<file path="src/rtl/cla_pkg.sv">
// Shared carry look-ahead helpers: group defaults, stage-count arithmetic and group P/G.
package cla_pkg;

    localparam int unsigned CLA_GROUP     = 4;
    localparam int unsigned CLA_MAX_GROUP = 32;

    function automatic int unsigned ceil_div(input int unsigned n, input int unsigned d);
        return (n + d - 1) / d;
    endfunction

    // Returns {P, G} over the low n bits; G is a flat sum of products so nothing ripples.
    function automatic logic [1:0] group_pg(input logic [CLA_MAX_GROUP-1:0] p,
                                            input logic [CLA_MAX_GROUP-1:0] g,
                                            input int unsigned              n);
        logic pp;
        logic gg;
        logic term;
        pp = 1'b1;
        gg = 1'b0;
        for (int unsigned i = 0; i < CLA_MAX_GROUP; i++) begin
            if (i < n) begin
                pp   = pp & p[i];
                term = g[i];
                for (int unsigned j = i + 1; j < CLA_MAX_GROUP; j++) begin
                    if (j < n) term = term & p[j];
                end
                gg = gg | term;
            end
        end
        return {pp, gg};
    endfunction

endpackage

</file>
<file path="src/rtl/cla_group.sv">
// GROUP-bit combinational look-ahead group: per-bit carries from p/g/cin, plus group P/G.
module cla_group
    import cla_pkg::*;
#(
    parameter int unsigned GROUP = CLA_GROUP
) (
    input  logic [GROUP-1:0] p,
    input  logic [GROUP-1:0] g,
    input  logic             cin,
    output logic [GROUP-1:0] sum,
    output logic             pg,
    output logic             gg
);

    logic [CLA_MAX_GROUP-1:0] p_ext;
    logic [CLA_MAX_GROUP-1:0] g_ext;
    logic [GROUP-1:0]         c;

    always_comb begin
        p_ext            = '0;
        g_ext            = '0;
        p_ext[GROUP-1:0] = p;
        g_ext[GROUP-1:0] = g;
    end

    // Group P/G is kept independent of cin so the stage look-ahead around it forms no loop.
    assign {pg, gg} = group_pg(p_ext, g_ext, GROUP);

    always_comb begin
        logic [1:0] pre;
        pre  = '0;
        c    = '0;
        c[0] = cin;
        for (int unsigned i = 1; i < GROUP; i++) begin
            pre  = group_pg(p_ext, g_ext, i);
            c[i] = pre[0] | (pre[1] & cin);
        end
    end

    assign sum = p ^ c;

endmodule

</file>
<file path="src/rtl/pipelined_cla_adder.sv">
// Pipelined carry look-ahead adder/subtractor: one slice of GROUPS_PER_STAGE groups per stage,
// registered carry between stages, global stall driven by the output handshake.
module pipelined_cla_adder
    import cla_pkg::*;
#(
    parameter int unsigned WIDTH            = 32,
    parameter int unsigned GROUP            = CLA_GROUP,
    parameter int unsigned GROUPS_PER_STAGE = 2
) (
    input  logic             clk,
    input  logic             rst,
    input  logic             in_valid,
    output logic             in_ready,
    input  logic [WIDTH-1:0] a,
    input  logic [WIDTH-1:0] b,
    input  logic             cin,
    input  logic             sub,
    output logic             out_valid,
    input  logic             out_ready,
    output logic [WIDTH-1:0] sum,
    output logic             cout,
    output logic             overflow,
    output logic             zero
);

    localparam int unsigned SLICE   = GROUP * GROUPS_PER_STAGE;
    localparam int unsigned NSTAGES = ceil_div(WIDTH, SLICE);

    logic             advance;
    logic [WIDTH-1:0] b_eff;
    logic             carry0;

    assign in_ready = out_ready || !out_valid;
    assign advance  = in_ready;
    assign b_eff    = sub ? ~b : b;
    assign carry0   = sub ? 1'b1 : cin;

    for (genvar k = 0; k < NSTAGES; k++) begin : stg
        localparam int unsigned LO  = k * SLICE;
        localparam int unsigned HI  = (LO + SLICE > WIDTH) ? WIDTH : LO + SLICE;
        localparam int unsigned SW  = HI - LO;
        localparam int unsigned NG  = SW / GROUP;
        localparam int unsigned OPW = WIDTH - LO;

        logic [OPW-1:0]   op_a;
        logic [OPW-1:0]   op_b;
        logic             v_in;
        logic             c_in;
        logic [WIDTH-1:0] s_in;
        logic [WIDTH-1:0] s_nxt;
        logic [SW-1:0]    sp;
        logic [SW-1:0]    sg;
        logic [SW-1:0]    ss;
        logic [NG-1:0]    gp;
        logic [NG-1:0]    gg;
        logic [NG:0]      gc;
        logic             v_r;
        logic             c_r;
        logic [WIDTH-1:0] s_r;

        // Operand bits not yet summed travel with the beat, shrinking by one slice per stage.
        if (k == 0) begin : g_src
            assign op_a = a;
            assign op_b = b_eff;
            assign v_in = in_valid;
            assign c_in = carry0;
            assign s_in = '0;
        end else begin : g_src
            assign op_a = stg[k-1].g_rem.a_r;
            assign op_b = stg[k-1].g_rem.b_r;
            assign v_in = stg[k-1].v_r;
            assign c_in = stg[k-1].c_r;
            assign s_in = stg[k-1].s_r;
        end

        assign sp = op_a[SW-1:0] ^ op_b[SW-1:0];
        assign sg = op_a[SW-1:0] & op_b[SW-1:0];

        for (genvar j = 0; j < NG; j++) begin : grp
            cla_group #(.GROUP(GROUP)) u_group (
                .p   (sp[j*GROUP +: GROUP]),
                .g   (sg[j*GROUP +: GROUP]),
                .cin (gc[j]),
                .sum (ss[j*GROUP +: GROUP]),
                .pg  (gp[j]),
                .gg  (gg[j])
            );
        end

        always_comb begin : lookahead
            logic [CLA_MAX_GROUP-1:0] pv;
            logic [CLA_MAX_GROUP-1:0] gv;
            logic [1:0]               la;
            pv         = '0;
            gv         = '0;
            la         = '0;
            pv[NG-1:0] = gp;
            gv[NG-1:0] = gg;
            gc         = '0;
            gc[0]      = c_in;
            for (int unsigned j = 1; j <= NG; j++) begin
                la    = group_pg(pv, gv, j);
                gc[j] = la[0] | (la[1] & c_in);
            end
        end

        always_comb begin
            s_nxt         = s_in;
            s_nxt[HI-1:LO] = ss;
        end

        always_ff @(posedge clk or posedge rst) begin
            if (rst) begin
                v_r <= 1'b0;
                c_r <= 1'b0;
                s_r <= '0;
            end else if (advance) begin
                v_r <= v_in;
                c_r <= gc[NG];
                s_r <= s_nxt;
            end
        end

        if (OPW > SW) begin : g_rem
            logic [OPW-SW-1:0] a_r;
            logic [OPW-SW-1:0] b_r;
            always_ff @(posedge clk or posedge rst) begin
                if (rst) begin
                    a_r <= '0;
                    b_r <= '0;
                end else if (advance) begin
                    a_r <= op_a[OPW-1:SW];
                    b_r <= op_b[OPW-1:SW];
                end
            end
        end

        if (k == NSTAGES - 1) begin : g_last
            logic c_msb;
            logic ov_r;
            assign c_msb = op_a[OPW-1] ^ op_b[OPW-1] ^ ss[SW-1];
            always_ff @(posedge clk or posedge rst) begin
                if (rst) begin
                    ov_r <= 1'b0;
                end else if (advance) begin
                    ov_r <= c_msb ^ gc[NG];
                end
            end
        end
    end

    assign out_valid = stg[NSTAGES-1].v_r;
    assign sum       = stg[NSTAGES-1].s_r;
    assign cout      = stg[NSTAGES-1].c_r;
    assign overflow  = stg[NSTAGES-1].g_last.ov_r;
    assign zero      = (sum == '0);

endmodule

</file>
<file path="config.mk">
export PLATFORM = sky130hd
export DESIGN_NAME = pipelined_cla_adder
export DESIGN_NICKNAME = d
export VERILOG_FILES = /design/src/rtl/cla_pkg.sv /design/src/rtl/cla_group.sv /design/src/rtl/pipelined_cla_adder.sv
export SDC_FILE = /design/constraint.sdc
export NUM_CORES = 1
export LEC_CHECK = 0
export CAP_MARGIN = 20
export CORE_MARGIN = 2
export CORE_UTILIZATION = 35
export CTS_CLUSTER_SIZE = 25
export DETAILED_ROUTE_END_ITERATION = 10
export DONT_BUFFER_PORTS = 1
export GPL_TIMING_DRIVEN = 0
export PLACE_DENSITY = 0.52
export SYNTH_ARGS = -nofsm -noshare
export SYNTH_HDL_FRONTEND = slang
export SYNTH_SLANG_ARGS = --single-unit
</file>
<file path="constraint.sdc">
create_clock -name clk -period 8.9 [get_ports clk]
set_clock_uncertainty 0.05 [all_clocks]
set_input_delay 1.78 -clock clk [delete_from_list [all_inputs] [get_ports clk]]
set_output_delay 1.78 -clock clk [all_outputs]
set_load 0.005 [all_outputs]
</file>
== Yosys cells after proc, flatten, opt, wreduce, memory -nomap -nowiden ==
Index checks and enable logic that the tools add are counted.

* Flip-flop bits (word level): 185
* Bits in latches: 0
* Memory bits (writable): 0
* ROM bits: 0
* Bits of input ports: 70
* Output and inout bits: 37
* Word-level logic and storage cells: 240
* Memories kept: 0

* $add $sub $neg: 0
* Multiply operators: 0
* Div/mod/pow operators: 0
* $lt $le $gt $ge: 0
* Equality and inequality tests: 0
* Shift-type cells: 0
* Muxes and demuxes: 2
* Bitwise operators: 216
* Reductions and logical operators: 3

{| class="wikitable"
|+ Operators by type and width
! cell !! number
|-
| 1-bit bitwise AND || 112
|-
| 1-bit OR || 84
|-
| 8-bit bitwise AND || 4
|-
| 32-bit zero test || 1
|-
| 32-bit 2-to-1 mux || 1
|-
| 32-bit inverter || 1
|-
| 4-bit bitwise XOR || 8
|-
| 8-bit bitwise XOR || 4
|-
| 1-bit bitwise XOR || 3
|-
| 1-bit zero test || 1
|-
| 1-bit logical OR || 1
|-
| 1-bit 2-to-1 mux || 1
|}

== Depth between registers and ports, before layout ==
* Word-level depth: 13
* Depth in mapped cells: 10
* Mapped depth without buffers: 8

== Modules after synthesis ==
From an unflattened synthesis, not the netlist that was laid out.

* Cells, all modules: 974
* Area total of the unflattened synthesis: 8593.2 µm²

{| class="wikitable"
|+ Modules (own cells, without submodules)
! module !! instances !! cells an instance !! area each (µm²) !! sequential area each (µm²)
|-
| pipelined_cla_adder || 1 || 846 || 7752.4 || 4629.4
|-
| cla_group || 8 || 16 || 105.1 || 0.0
|}

== Least setup slack after synthesis ==
No wires, ideal clock.

* Kind: input-to-output
* From: input out_ready
* To: output in_ready
* Data arrival time: 2.510 ns
* Required time: 7.070 ns
* Slack: 4.560 ns
* Cell stages on the path: 5
* Path buffers: 3
* Cells stage by stage: nor2b_1 buf_2 inv_2 clkbuf_1 buf_2

* Cells in the longest elaborated chain, start to end: 1

{| class="wikitable"
|+ RTL lines
! element !! RTL line !! text
|-
| start: declaration || pipelined_cla_adder.sv:19 || <nowiki>input logic out_ready,</nowiki>
|-
| 1-bit logical OR || pipelined_cla_adder.sv:33 || <nowiki>assign in_ready = out_ready || !out_valid;</nowiki>
|-
| end: declaration || pipelined_cla_adder.sv:13 || <nowiki>output logic in_ready,</nowiki>
|}

No other way between the ends.

== Final worst setup path ==
Same ends and word-level chain as after synthesis.

==> reports/results.ini <==
[sta]
hold_viol=0
rsz0062_at_grt=no
worst_hold_slack_ps=417.5
post-route-period-util_pct=53.38
relSlewSlack_pct=54.18
fin_ws_ps=4149
fin_crit_ps=4751
fmax_ghz=0.2105
setup_viol=0
final_max_slew_viol_count=0
tightest_slew_ps=687.3

[critical_path]
cp_top_family=buffers and inverters
crit_slowest_cell=clkbuf_1
cp.required_ps=7070
timing.rr.start=stg[0].g_rem.a_r[0]$_DFFE_PP0P_
crit_path_start_kind=primary input
worst-path-buf-inv=4
max_stage_delay_ps=420
cp_max_fo=10
crit_start=out_ready
path_class=in -> out
crit_path_cell_trace=nor2b_1, buf_2, inv_2, clkbuf_1, buf_2
arrival_ps=2920
cp_common_cell=buf_2
critPathCaptureType=primary output

[pwr]
internal_power_uw=2108
switchingPower_uw=1296
peakVddDrop_mv=0.1401
p_clk_share_pct=22.2
power.density_nw_per_um2=363.3
combPwrFrac_pct=33.7
switching_share_pct=38.08
p_leak_uw=0.004580
p_total_uw=3404
pwr-share-seq_pct=44.1

[route]
drt_wl_total_mm=19.48
vias_per_cell=4.603
ant_nets=0
vias=5791
dr.pass1.iters=4
drtIter0Drc=327
drc_errors=0
wl_per_cell_um=15.49

[grt]
grt_pass1_wl_mm=32.14
grt_overflow_total=0
grt_pass1_vias=6036
grt_usage_pct=16.90
grt_max_degree=96
antenna_found_initial=0

[yosys]
synth_nets=1016
yosys.cell_types.count=42
synth.top_cell.area_share_pct=55.46
postSynthCellCount=906
synth_seq_cells=185
synthesis.area_sq_um=8347
netlist_top_cells_area=dfrtp_1 55%, nand2_1 18%, ha_1 4.8%
synth_largest_area_cell=dfrtp_1
avgSynthCellArea_sq_um=9.213
ys_warn_count=0
ys_seq_area_share_pct=55.46

[placed_design]
gp_congestion=0.7909
dp_hpwl_mm=14.71
dpl.cell_count=1226
place_ws_ps=4140
port_buffers=0

[clock_network]
cts_hold_buf=0
numCtsBuffers=17
post_cts_resized=0
cts_tree=done
htreeDepth=4
clock-root-buffer=clkbuf_16
cts_buffer_depth=2
clkTransAtPathRegs_ps=70
worstSkewPairLatency_ps=430
cts.sinks=185
post-cts-setup-buffers=0

[cells_and_area]
fin_nets=1036
most-common-layout-cells=411 x nand2_1, 185 x dfrtp_1, 43 x o21ai_0
layout.cells.non_filler=1258
regArea_sq_um=4629
drive_above_1_share_pct=6.290
fill_cells=2414
area_growth_pct=12.25
final_common_cell=nand2_1
multi_input_area_sq_um=3482

[min_path]
hold_class=reg -> reg
hold_start=stg[2].s_r[4]$_DFFE_PP0P_

[floorplan]
dieArea_sq_um=25100
die_height_um=158.4
die_w_um=158.4
rows=56
core_area_sq_um=23470
io_pins=107
start_util_pct=35.56

[status]
status=complete, no violations

[flow_run]
drv_cap=0

cells by family (layout without fill, tap and decap cells):
group	after synthesis	in the layout	share of synthesized area (%)
xor+xnor	51	51	5.352
compound gates	105	105	7.481
other cells	0	1	0
buf+inv	57	89	2.818
fa+ha+maj	40	40	6.716
simple gates	465	465	21.80
flops	185	185	55.46
mux	3	3	0.3748
worst reg2reg max path, delay by kind of cell, from the launching register on:
family	cells	cell delay, ps
simple gates	2	220
flops	1	430
compound gates	3	590
xor+xnor	1	260
fa+ha+maj	2	710
Yosys cell counts, drive strengths merged:
| master | count |
|---|---|
| o211ai | 1 |
| nand2b | 5 |
| mux2i | 2 |
| o21a | 1 |
| xnor2 | 32 |
| a221oi | 1 |
| nor2 | 27 |
| o21ai | 54 |
| a21oi | 22 |
| mux2 | 1 |
| nor2b | 1 |
| clkbuf | 20 |
| nand4 | 2 |
| a31o | 2 |
| and2 | 1 |
| a22oi | 1 |
| inv | 13 |
| or3 | 2 |
| a211oi | 7 |
| nor3 | 4 |
| o2111a | 1 |
| dfrtp | 185 |
| buf | 24 |
| a21o | 7 |
| fa | 8 |
| ha | 32 |
| and3 | 2 |
| o31ai | 3 |
| nand2 | 411 |
| o21bai | 2 |
| a31oi | 3 |
| xor2 | 19 |
| nor4 | 10 |
power by group through the flow:
| stage | sequential, uW | combinational, uW | clock (uW) |
|---|---|---|---|
| 6_report | 1500 | 1150 | 756 |
| 5_1_grt | 1560 | 1350 | 815 |
| 4_1_cts | 1500 | 1170 | 774 |
| 3_5_place_dp | 1520 | 1160 | 0 |
| 3_3_place_gp | 1510 | 1140 | 0 |
| 2_1_floorplan | 1420 | 887 | 0 |
metal layers:
| metal | track usage (%) | share of wire [%] | wire (um) | vias up |
|---|---|---|---|---|
| met4 | 5.877 | 0.96 | 187 | 0 |
| met2 | 25.28 | 43 | 8427 | 120 |
| met3 | 2.994 | 5.1 | 994 | 14 |
| li1 | - | - | - | 2957 |
| met5 | 0 | 0 | 0 | - |
| met1 | 24.69 | 51 | 9873 | 2700 |
area by class of cell:
cell class	instances	area share (%)
flip-flops and latches	185	49.41
plain buffers	44	1.990
multi-input cells	664	37.17
diodes	1	0.02671
well taps	319	4.260
clock buffers	19	4.728
clock inverters	12	1.522
repair buffers	1	0.2938
inverters	13	0.6010
flip-flops by register name, indices dropped and copies added (netlist names):
register       cells
stg.g_rem.a_r     48
stg.g_rem.b_r     48
out_valid          1
overflow           1
stg.c_r            3
stg.s_r           48
stg.v_r            3
cout               1
sum               32
worst paths after layout:
kind	to	slack, ps	cells past startpoint
max	in_ready	4150	5
min in group asynchronous	sum[2]$_DFFE_PP0P_	1240	1
min reg2reg	stg[2].s_r[4]$_DFFE_PP0P_	420	2
max reg2reg	stg[1].s_r[13]$_DFFE_PP0P_	6510	8
max in group asynchronous	stg[1].g_rem.b_r[3]$_DFFE_PP0P_	6700	2
min	stg[2].s_r[4]$_DFFE_PP0P_	420	2
through the flow:
step / util [%] / area, sq um / setup TNS (ps)
floorplan: - / 8347 / 0
global placement: 37.26 / 8746 / -34980
detailed placement: 37.41 / 8781 / 0
CTS: 39.90 / 9366 / 0
global route: 39.90 / 9366 / 0
finish: 39.91 / 9369 / 0
(Power assumes the default switching activity.)
